$ cat config.mk
export PLATFORM = sky130hd
export DESIGN_NAME = intr_ctrl
export DESIGN_NICKNAME = d
export VERILOG_FILES = /design/src/rtl/intr_pkg.sv /design/src/rtl/irq_edge.sv /design/src/rtl/intr_ctrl.sv
export SDC_FILE = /design/constraint.sdc
export NUM_CORES = 1
export LEC_CHECK = 0
export ABC_CLOCK_PERIOD_IN_PS = 1200
export BUFFER_PORTS_ARGS = -buffer_cell sky130_fd_sc_hd__buf_4
export CORE_MARGIN = 8
export CORE_UTILIZATION = 37
export CTS_BUF_LIST = sky130_fd_sc_hd__clkbuf_4 sky130_fd_sc_hd__clkbuf_8
export CTS_CLUSTER_DIAMETER = 40
export CTS_CLUSTER_SIZE = 20
export DETAILED_ROUTE_END_ITERATION = 12
export PLACE_DENSITY_LB_ADDON = 0.12
export SLEW_MARGIN = 20
export SYNTH_ARGS = -nofsm -noshare
export SYNTH_HDL_FRONTEND = slang
export SYNTH_SLANG_ARGS = --single-unit
$ cat constraint.sdc
create_clock -name CLK -period 1.2 [get_ports CLK]
set_input_delay 0.06 -clock CLK [delete_from_list [all_inputs] [get_ports CLK]]
set_output_delay 0.06 -clock CLK [all_outputs]
set_load 0.01 [all_outputs]
$ cat src/rtl/intr_pkg.sv
// Shared types and limits for the OTTER interrupt controller.
// Holds the controller state encoding and the supported source count ceiling.
package intr_pkg;

  localparam int unsigned N_SRC_MAX = 16;

  typedef enum logic [1:0] {
    IDLE    = 2'd0,
    PEND    = 2'd1,
    TAKE    = 2'd2,
    SERVICE = 2'd3
  } state_t;

endpackage

$ cat src/rtl/irq_edge.sv
// Per-source rising-edge detector for the interrupt lines.
// With INTR_SYNC_EN defined, each line first passes through a 2-flop synchronizer.
module irq_edge #(
  parameter int unsigned N_SRC = 4
) (
  input  logic             CLK,
  input  logic             RST,
  input  logic [N_SRC-1:0] irq,
  output logic [N_SRC-1:0] rise
);

  logic [N_SRC-1:0] samp;
  logic [N_SRC-1:0] hist_q, hist_d;

`ifdef INTR_SYNC_EN
  logic [N_SRC-1:0] sync1_q, sync1_d;
  logic [N_SRC-1:0] sync2_q, sync2_d;

  always_comb begin
    sync1_d = irq;
    sync2_d = sync1_q;
  end

  always_ff @(posedge CLK) begin
    if (RST) begin
      sync1_q <= '0;
      sync2_q <= '0;
    end else begin
      sync1_q <= sync1_d;
      sync2_q <= sync2_d;
    end
  end

  assign samp = sync2_q;
`else
  assign samp = irq;
`endif

  always_comb begin
    hist_d = samp;
    rise   = samp & ~hist_q;
  end

  always_ff @(posedge CLK) begin
    if (RST) hist_q <= '0;
    else     hist_q <= hist_d;
  end

endmodule

$ cat src/rtl/intr_ctrl.sv
// OTTER interrupt controller: edge latching, mask, fixed priority and CPU handshake.
// Optional INTR_SYNC_EN macro adds a 2-flop IRQ synchronizer in irq_edge.
module intr_ctrl
  import intr_pkg::*;
#(
  parameter int unsigned N_SRC = 4,
  parameter int unsigned ID_W  = $clog2(N_SRC)
) (
  input  logic             CLK,
  input  logic             RST,
  input  logic [N_SRC-1:0] IRQ,
  input  logic             CSR_MIE,
  input  logic             MASK_WE,
  input  logic [N_SRC-1:0] MASK_WD,
  input  logic             INT_ACK,
  input  logic             MRET,
  output logic             INT_REQ,
  output logic             INT_TAKEN,
  output logic [ID_W-1:0]  INT_ID,
  output logic [N_SRC-1:0] PENDING,
  output logic [N_SRC-1:0] MASK,
  output logic             IN_SERVICE
);

  state_t           state_q, state_d;
  logic [N_SRC-1:0] pending_q, pending_d;
  logic [N_SRC-1:0] mask_q, mask_d;
  logic [ID_W-1:0]  int_id_q, int_id_d;

  logic [N_SRC-1:0] rise;
  logic [N_SRC-1:0] eligible;
  logic [ID_W-1:0]  winner;
  logic             req_ok;
  logic             take;

  irq_edge #(.N_SRC(N_SRC)) u_edge (
    .CLK  (CLK),
    .RST  (RST),
    .irq  (IRQ),
    .rise (rise)
  );

  // Lowest set index wins; scanning downward lets the last hit be the lowest.
  always_comb begin
    eligible = pending_q & mask_q;
    winner   = '0;
    for (int unsigned i = N_SRC; i > 0; i--) begin
      if (eligible[i-1]) winner = ID_W'(i - 1);
    end
    req_ok = (|eligible) && CSR_MIE;
    take   = (state_q == PEND) && req_ok && INT_ACK;
  end

  // Clear of the served bit is applied before new edges so a same-cycle edge wins.
  always_comb begin
    pending_d = pending_q;
    if (take) pending_d[winner] = 1'b0;
    pending_d = pending_d | rise;
    mask_d    = MASK_WE ? MASK_WD : mask_q;
    int_id_d  = take ? winner : int_id_q;
  end

  always_comb begin
    state_d = state_q;
    case (state_q)
      IDLE:    if (req_ok) state_d = PEND;
      PEND: begin
        if (!req_ok)      state_d = IDLE;
        else if (INT_ACK) state_d = TAKE;
      end
      TAKE:    state_d = SERVICE;
      SERVICE: if (MRET) state_d = IDLE;
      default: state_d = IDLE;
    endcase
  end

  always_ff @(posedge CLK) begin
    if (RST) begin
      state_q   <= IDLE;
      pending_q <= '0;
      mask_q    <= '1;
      int_id_q  <= '0;
    end else begin
      state_q   <= state_d;
      pending_q <= pending_d;
      mask_q    <= mask_d;
      int_id_q  <= int_id_d;
    end
  end

  always_comb begin
    INT_REQ    = (state_q == PEND) && req_ok;
    INT_TAKEN  = (state_q == TAKE);
    IN_SERVICE = (state_q == TAKE) || (state_q == SERVICE);
    INT_ID     = int_id_q;
    PENDING    = pending_q;
    MASK       = mask_q;
  end

endmodule

# Word-level counts from Yosys, hierarchy flattened
# Cells that the tools add are included.
# classes
magnitude_cmp	2
n_eq_ne	6
mux	12
bitwise	6
n_reduce_logical	8
# op_table
operator	n
2-bit two-way mux	8
4-bit AND	3
4-bit inverter	2
2-bit case mux with 4 select lines	1
2-bit equality test (second input constant)	2
1-bit logical AND	4
4-bit two-way mux	1
2-bit inequality test (second input constant)	2
4-bit OR	1
4-bit OR reduction	1
2-bit by 3-bit < comparator with 1-bit output (second input constant)	1
3-bit inequality test (second input constant)	1
3-bit AND reduction	1
1-bit demux with 2-bit select	1
2-bit by 1-bit equality test with 1-bit output (second input constant)	1
2-bit by 1-bit >= comparator with 1-bit output (second input constant)	1
2-bit logical NOT	1
1-bit logical OR	1
1-bit two-way mux	1
# totals
regBits	16
in_bits	14
output_inout_bits	13
word_cells	39

# Logic depth before layout (Yosys ltp)
# Gate-level depths: netlist of the first run.
# depth
ltp_word	13
mapped_depth	5
depth_no_buf	4

# Modules after synthesis
# A second synthesis of the first run with hierarchy kept.
# unflattened
cells_unflattened	70
hier_area_um2	690.7
# by_module_without_submodules
mod	n_inst	cells_each	area_per_inst_um2	seq_area_each_um2
intr_ctrl	1	58	550.5	240.2
irq_edge	1	12	140.1	80.1

# Worst setup path after synthesis of the first run
# Ideal clock, no wire load.
# synth_path
kind	reg2reg
startpoint	register mask_q[1] (netlist: MASK[1])
endpoint	register int_id_q[0] (netlist: INT_ID[0])
setup_ns	0.116
t_arrival_ns	1.058
required_ns	1.084
slack_ns	0.026
path_stages_with_launch	5
path_buffers	0
period_less_slack_ns	1.174
path_cell_list	dfxtp_1 > a22o_4 > o21ai_4 > a2111oi_2 > a31o_1
# synth_between
elab_chain_cells	5
word_cells_on_any_way	7
cone_classes	2 x mux; 1 x bitwise; 4 x reduce/logical
# synth_lines
element	line	rtl
from (decl)	intr_ctrl.sv:27	logic [N_SRC-1:0] mask_q, mask_d;
from (signal assigned)	intr_ctrl.sv:86	mask_q <= mask_d;
4-bit AND (*)	intr_ctrl.sv:45	eligible = pending_q & mask_q;
4-bit OR reduction	intr_ctrl.sv:50	req_ok = (|eligible) && CSR_MIE;
1-bit logical AND	intr_ctrl.sv:50	
1-bit logical AND (2 in series)	intr_ctrl.sv:51	take = (state_q == PEND) && req_ok && INT_ACK;
to (signal assigned)	intr_ctrl.sv:87	int_id_q <= int_id_d;
to (decl)	intr_ctrl.sv:28	logic [ID_W-1:0] int_id_q, int_id_d;
# Every way passes the cells marked *; elsewhere a longest branch is shown, timed or not.
# A chain may end at the register's enable or synchronous reset.

# Worst setup path after layout of the first run
# layout_path
startpoint	register mask_q[1] (netlist: MASK[1])
endpoint	output INT_REQ
# layout_between
elab_chain_cells	4
# layout_lines
element	line	rtl
4-bit AND	intr_ctrl.sv:45	
4-bit OR reduction	intr_ctrl.sv:50	
1-bit logical AND	intr_ctrl.sv:50	
1-bit logical AND	intr_ctrl.sv:92	INT_REQ = (state_q == PEND) && req_ok;
to (decl)	intr_ctrl.sv:17	output logic INT_REQ,
# No other way between the ends.

==> impl_results.md, run 1 <==
* Status: finished with violations
* Failing checks: setup timing
* Critical path launch point type: register
* TritonCTS buffer count at 3
* RSZ-0062 raised after global routing: true
* Slowest cell on crit path: dfxtp_2
* Syn_area_per_cell at about 10 sq um
* Worst hold path class: input pin to register
* Synth unique cells at 28
* Largest family of logic cells by synthesized area: compound AO/OA/AOI/OAI gates
* # IOs at 27
* Worst-skew pair later-pin latency at between 200 and 300 ps
* Syn_nets at a little over 80
* Post-Syn Instances at slightly below 70
* FP Rows at 15
* Async SR Flop Fraction at 0%
* First-pass GRT wire length at ~2.9 mm
* Vias in the first global route at between 600 and 700
* Post-synth EDFFs at 0
* Pin count of the biggest net entering global routing at 17
* Layout Skew at 4.96 ps
* Fraction of layout cells with a size suffix above 1 at between 50% and 60%
* GRT overflow at 0
* Ant diodes at 0
* Average wire per standard cell at ~13 um
* CTS Root Cell: clkbuf_4
* Critical path arrival at 1230 ps
* DRT iter0 DRCs at 3
* Synth Flop Type: dfxtp_1
* Post-Synth Simple-Gate Area at between 10% and 20%
* Post-DP HPWL at ~1.3 mm
* Worst-path fanout max at 2
* Design area at about 1200 sq um
* Utilization after layout at 66.4%
* Synth Area in Compound Gates at between 20 and 30%
* Critical Path Max Stage Delay at 340 ps
* Placed cell area at roughly 970 sq um
* Routed via count at roughly 670
* Max-Cap Viols at 0
* Die X at around 59 um
* #FFs+latches synth at 16
* CP cell instances: a22o_4, o21ai_2, nor3b_1, buf_4
* Dominant cells by area after synthesis: dfxtp_1, nor2b_1, a21oi_1
* Post-Syn Area at approximately 700 sq um
* Yosys warning count at 0
* Num Clock Sinks at 16
* Post-synthesis xor/xnor area fraction at 0%
* CTS H-Tree Depth at 1
* Fill count at 159
* Area growth syn-to-layout at 68.1%
* Layout Cells excl Fill at 144
* GRT Total Usage at around 11%
* Chip height at roughly 59 um
* CTS tree: yes
* Antenna Nets Post-Route at 0
* Max VDD drop at between 600 and 700 uV
* Post-route minimum period at between 1000 and 1500 ps
* Pwr per Cell Area at between 1000 and 1500 nW/um^2
* DRT Pass-1 Iters at 3
* CP endpoint kind: output port
* Nets at roughly 130
* Final critical-path setup slack at -90.9 ps
* CORE AREA at about 1700 sq um
* Multi-input logic area at 358 sq um
* Multiplexer area fraction after synthesis at a little over 3%
* Slew headroom at 83.1%
* Worst setup path class: register to output port
* Pleak at 0.510 nW
* Top Family by Delay on Critical Path: compound AO/OA/AOI/OAI gates
* Synth top area share at between 40 and 50%
* Avg Vias per Cell at roughly 4.7
* DRC at 0
* Max Fclk at 775 MHz
* Initial antenna violation count at 0
* Data required, critical path at between 1000 and 1500 ps
* Max Slew Vio Count at 0
* Clk buf depth at 2
* Post-synthesis adder-cell area fraction at 0%
* Port bufs at 26
* Buf/Inv on CP at 1
* Initial Util at about two fifths
* WL final at 1.84 mm
* Die area at roughly 3500 sq um
* Reg clk slew, reported paths at 90 ps
* Commonest cells in the netlist: dfxtp_1, nor2b_1, a21oi_1
* Register area at 334 sq um
* Top-count cell post-synth: dfxtp_1
* Cell taking the most area after synthesis: dfxtp_1
* Sequential element share of the synthesized area at 46.5%
* Placed cells at roughly 130
* Tcrit/Tclk final at 108%
* Placer Congestion at 0.790
* Measured slew at the worst slew-check pin at roughly 250 ps
* Hold violation count in the final report at 0
* Final setup fails at 3
## cells by family (layout without fill, tap and decap cells)
| logic type | Yosys count | in the layout |
|---|---|---|
| simple gates | 25 | 25 |
| mux | 2 | 2 |
| compound gates | 20 | 20 |
| buf+inv | 6 | 56 |
| flops | 16 | 16 |
## stage by stage
stage	setup slack, ps	power [W]	hold slack (ps)	setup TNS, ps
3_3_place_gp	27.5	0.000829	263	0
2_1_floorplan	26.4	0.000706	132	0
4_1_cts	-102	0.00123	33.1	-221
6_report	-90.9	0.00124	36.8	-204
3_5_place_dp	-28.7	0.000832	267	-28.7
5_1_grt	-125	0.00130	36.6	-314
## area by class of cell
class,instances,share of cell area (%)
clock buffers,4,3.13
inverters,3,0.972
multi-input cells,47,30.9
flip-flops and latches,16,28.8
well taps,25,2.70
repair buffers,49,33.5
## routing by layer
layer | vias to the layer above | part of all wire (%) | wire length, um | global-route usage, %
met5 | - | 0 | 0 | 0
met3 | 4 | 8.0 | 147 | 4.12
met4 | 0 | 1.3 | 23 | 5.12
met2 | 17 | 49 | 894 | 18.8
li1 | 348 | - | - | -
met1 | 303 | 42 | 773 | 11.1
## state kept, by name, indices dropped and copies added (netlist names), named ones only
signal and flops:
MASK 4, PENDING 4, u_edge.hist_q 4, INT_ID 2, state_q 1
## cell usage in the layout (no fill, tap or decap), types with 2 or more instances in the layout
cell type | Yosys | routed
nor2b_1 | 11 | 11
clkbuf_4 | 0 | 3
a22o_4 | 1 | 2
inv_1 | 2 | 2
nand2_1 | 5 | 5
dfxtp_1 | 16 | 7
a21oi_2 | 0 | 2
buf_4 | 0 | 41
a21oi_1 | 6 | 4
dfxtp_2 | 0 | 8
a211o_1 | 3 | 3
nor2_1 | 5 | 5
dlygate4sd3_1 | 1 | 8
## power breakdown
group	switching [W]	total [W]	internal, W
combinational	0.000117	0.000293	0.000176
sequential	0.0000248	0.000591	0.000566
clock	0.000168	0.000352	0.000185
total	0.000309	0.00124	0.000927
## final timing paths
| path | from | endpoint | slack, ps | cells after the start |
|---|---|---|---|---|
| setup / recovery | MASK[1] | INT_REQ | -90 | 4 |
| hold / removal | MASK_WE | MASK[2] | 40 | 2 |
| setup reg to reg | MASK[1] | INT_ID[0] | -60 | 5 |
| hold reg to reg | INT_ID[0] | INT_ID[0] | 510 | 1 |
## repair_timing
item                                    CTS  global route
pin swaps                                 5             7
buffers inserted                          4             2
endpoints found under the setup margin    2             6
endpoints found under the hold margin     8             0
resized for setup                        10             6
hold buffers                              8             0
Power figures use the tool's default switching activity.
==> inputs of run 2 (changes only) <==
--- a/config.mk
+++ b/config.mk
@@ -7,8 +7,10 @@
 export LEC_CHECK = 0
 export ABC_CLOCK_PERIOD_IN_PS = 1200
 export BUFFER_PORTS_ARGS = -buffer_cell sky130_fd_sc_hd__buf_4
+export CELL_PAD_IN_SITES_DETAIL_PLACEMENT = 0
+export CELL_PAD_IN_SITES_GLOBAL_PLACEMENT = 1
 export CORE_MARGIN = 8
-export CORE_UTILIZATION = 37
+export CORE_UTILIZATION = 36
 export CTS_BUF_LIST = sky130_fd_sc_hd__clkbuf_4 sky130_fd_sc_hd__clkbuf_8
 export CTS_CLUSTER_DIAMETER = 40
 export CTS_CLUSTER_SIZE = 20
==> run 2 against run 1 <==
  * The flow still finishes with violations (setup timing)
  * Clock skew shrank 4.4 ps
  * Via count shrank 2.5%
  * Largest power group unchanged
  * First-iteration DRC count grew 130%
  * Cell count shrank 0.69%
  * Largest cell class is now multi-input combinational cells
  * Sequential share of layout area shrank 0.40 points
==> impl_results.md, run 2 (same netlist as run 1, synthesis figures left out) <==
* # IOs at 27 (unchanged)
* DRT iter0 DRCs at 7 (+4)
* Worst Hold Depth at 2 (unchanged)
* Clk buf depth at 2 (unchanged)
* Avg Vias per Cell at 4.58 (-1.8%)
* Chip height at 59.8 um (+1.0%)
* Crit Reg-Reg Startpoint: MASK[3]
* CTS Root Cell: clkbuf_4
* Max Slew Vio Count at 0 (unchanged)
* RSZ-0062 raised after global routing: true
* Tcrit/Tclk final at 108% (+0.48 points)
* WL final at 1.80 mm (-2.3%)
* Final hold slack at 55.5 ps (+18.7 ps)
* Pre-CTS setup slack at -32.9 ps (-4.22 ps)
* DRT Pass-1 Iters at 4 (+1)
* Worst hold start: MASK_WE
* Setup crit start: PENDING[1]
* Die area at 3570 sq um (+2.0%)
* Critical path arrival at 1240 ps (about the same)
* Pleak at 0.498 nW (-2.4%)
* Max VDD drop at 737 uV (+20%)
* Overall power at 0.00122 W (-0.97%)
* Port bufs at 26 (unchanged)
* Placer Congestion at 0.741 (-6.3%)
* Worst setup path class: register to output port
* Pwr per Cell Area at 1060 nW/um^2 (-0.86%)
* Measured slew at the worst slew-check pin at 302 ps (+48.9 ps)
* TritonCTS buffer count at 3 (unchanged)
* Reg clk slew, reported paths at 90 ps (about the same)
* CTS tree: yes
* GRT overflow at 0 (unchanged)
* Routed via count at 655 (-2.5%)
* Critical Path Max Stage Delay at 330 ps (about the same)
* Status: finished with violations
* Nets at 131 (-2.2%)
* Average wire per standard cell at 12.6 um (-1.6%)
* Worst-path fanout max at 3 (+1)
* Final setup fails at 4 (+1)
* Initial Util at 36.6% (-2.9 points)
* CORE AREA at 1880 sq um (+7.8%)
* Num Clock Sinks at 16 (unchanged)
* GRT Total Usage at 11.0% (+0.14 points)
* Highest routed layer: met4
* Die X at 59.8 um (+1.0%)
* Pin count of the biggest net entering global routing at 17 (unchanged)
* Slew headroom at 79.9% (-3.2 points)
* CP cell instances: a22o_4, o21ai_4, nor3b_1, buf_4
* Antenna Nets Post-Route at 0 (unchanged)
* Hold violation count in the final report at 0 (unchanged)
* Final critical-path setup slack at -96.7 ps (-5.81 ps)
* Layout Skew at 0.515 ps (-4.44 ps)
* Failing checks: setup timing
* Post-DP HPWL at 1.30 mm (-1.8%)
* Post-route minimum period at 1300 ps (+5.81 ps)
* Wl on met1 at 778 um (+0.65%)
* Worst-skew pair later-pin latency at 280 ps (about the same)
* Slowest cell on crit path: dfxtp_2
* Initial antenna violation count at 0 (unchanged)
* Area growth syn-to-layout at 67.9%
* First-pass GRT wire length at 2.95 mm (+0.72%)
* Max Fclk at 771 MHz (-0.45%)
* Data required, critical path at 1140 ps (about the same)
* Met2 wire length at 850 um (-4.9%)
* Worst reg-to-reg path cell count at 5 (unchanged)
* CP endpoint kind: output port
* Worst hold path class: input pin to register
* FP Rows at 16 (+1)
* Vias in the first global route at 674 (-2.6%)
* Fraction of layout cells with a size suffix above 1 at 51.7% (-3.7 points)
* Fill count at 183 (+15%)
* Most common cell after layout, fill and taps aside: buf_4
* Met3 routed WL at 155 um (+5.4%)
* DRC at 0 (unchanged)
* Max-Cap Viols at 0 (unchanged)
* Ant diodes at 0 (unchanged)
* Critical path launch point type: register
* CTS H-Tree Depth at 1 (unchanged)
* Most frequent cells in the layout: buf_4, nor2b_1, dfxtp_1
[run 2: changes by cell type in the layout (fill, tap and decap cells not counted), sizes merged]
| cell | previous run | this run |
|---|---|---|
| buf | 41 | 38 |
[run 2: repair_timing]
action                                  CTS  global route
endpoints found under the setup margin    2             5
endpoints found under the hold margin     8             0
hold buffers                              8             0
buffers inserted                          4             0
pin swaps                                 4             1
gates resized for setup                   9             7
[run 2: worst max-delay path, delay by kind of cell (launching register included)]
family	cells	cell delay (ps)
and+or+nand+nor	1	60
AOI/OAI and AO/OA	2	430
buffers and inverters	1	140
DFF	1	330
[run 2: where the power goes]
part           switching [W]  leakage [nW]  internal [W]
clock network       0.000160        0.0210      0.000184
registers          0.0000212         0.132      0.000566
logic               0.000124         0.345      0.000168
total               0.000306         0.498      0.000919
[run 2: worst paths after layout]
check | to | slack, ps
min reg2reg | INT_ID[0] | 500
max reg2reg | INT_ID[0] | -60
min | MASK[3] | 60
max | INT_REQ | -100
[run 2: layer usage]
layer	vias to the layer above	global-route usage, %
li1	341	-
met1	297	12.5
met2	15	17.1
met3	2	4.09
met4	0	6.12
met5	-	0
[run 2: per-stage QoR]
step	cell area, sq um	setup TNS (ps)	util, %	cells
after floorplan	689	0	-	69
after global placement	953	0	50.7	127
after detailed placement	953	-32.9	50.7	127
after CTS	1120	-197	59.5	143
after global routing	1160	-521	61.5	143
final	1160	-214	61.5	143
[run 2: layout make-up]
type | instances | area (sq um) | share of cell area [%]
clock buffers | 4 | 36.3 | 3.14
well taps | 27 | 33.8 | 2.92
flip-flops and latches | 16 | 329 | 28.4
inverters | 3 | 11.3 | 0.973
multi-input cells | 47 | 374 | 32.3
repair buffers | 46 | 373 | 32.2
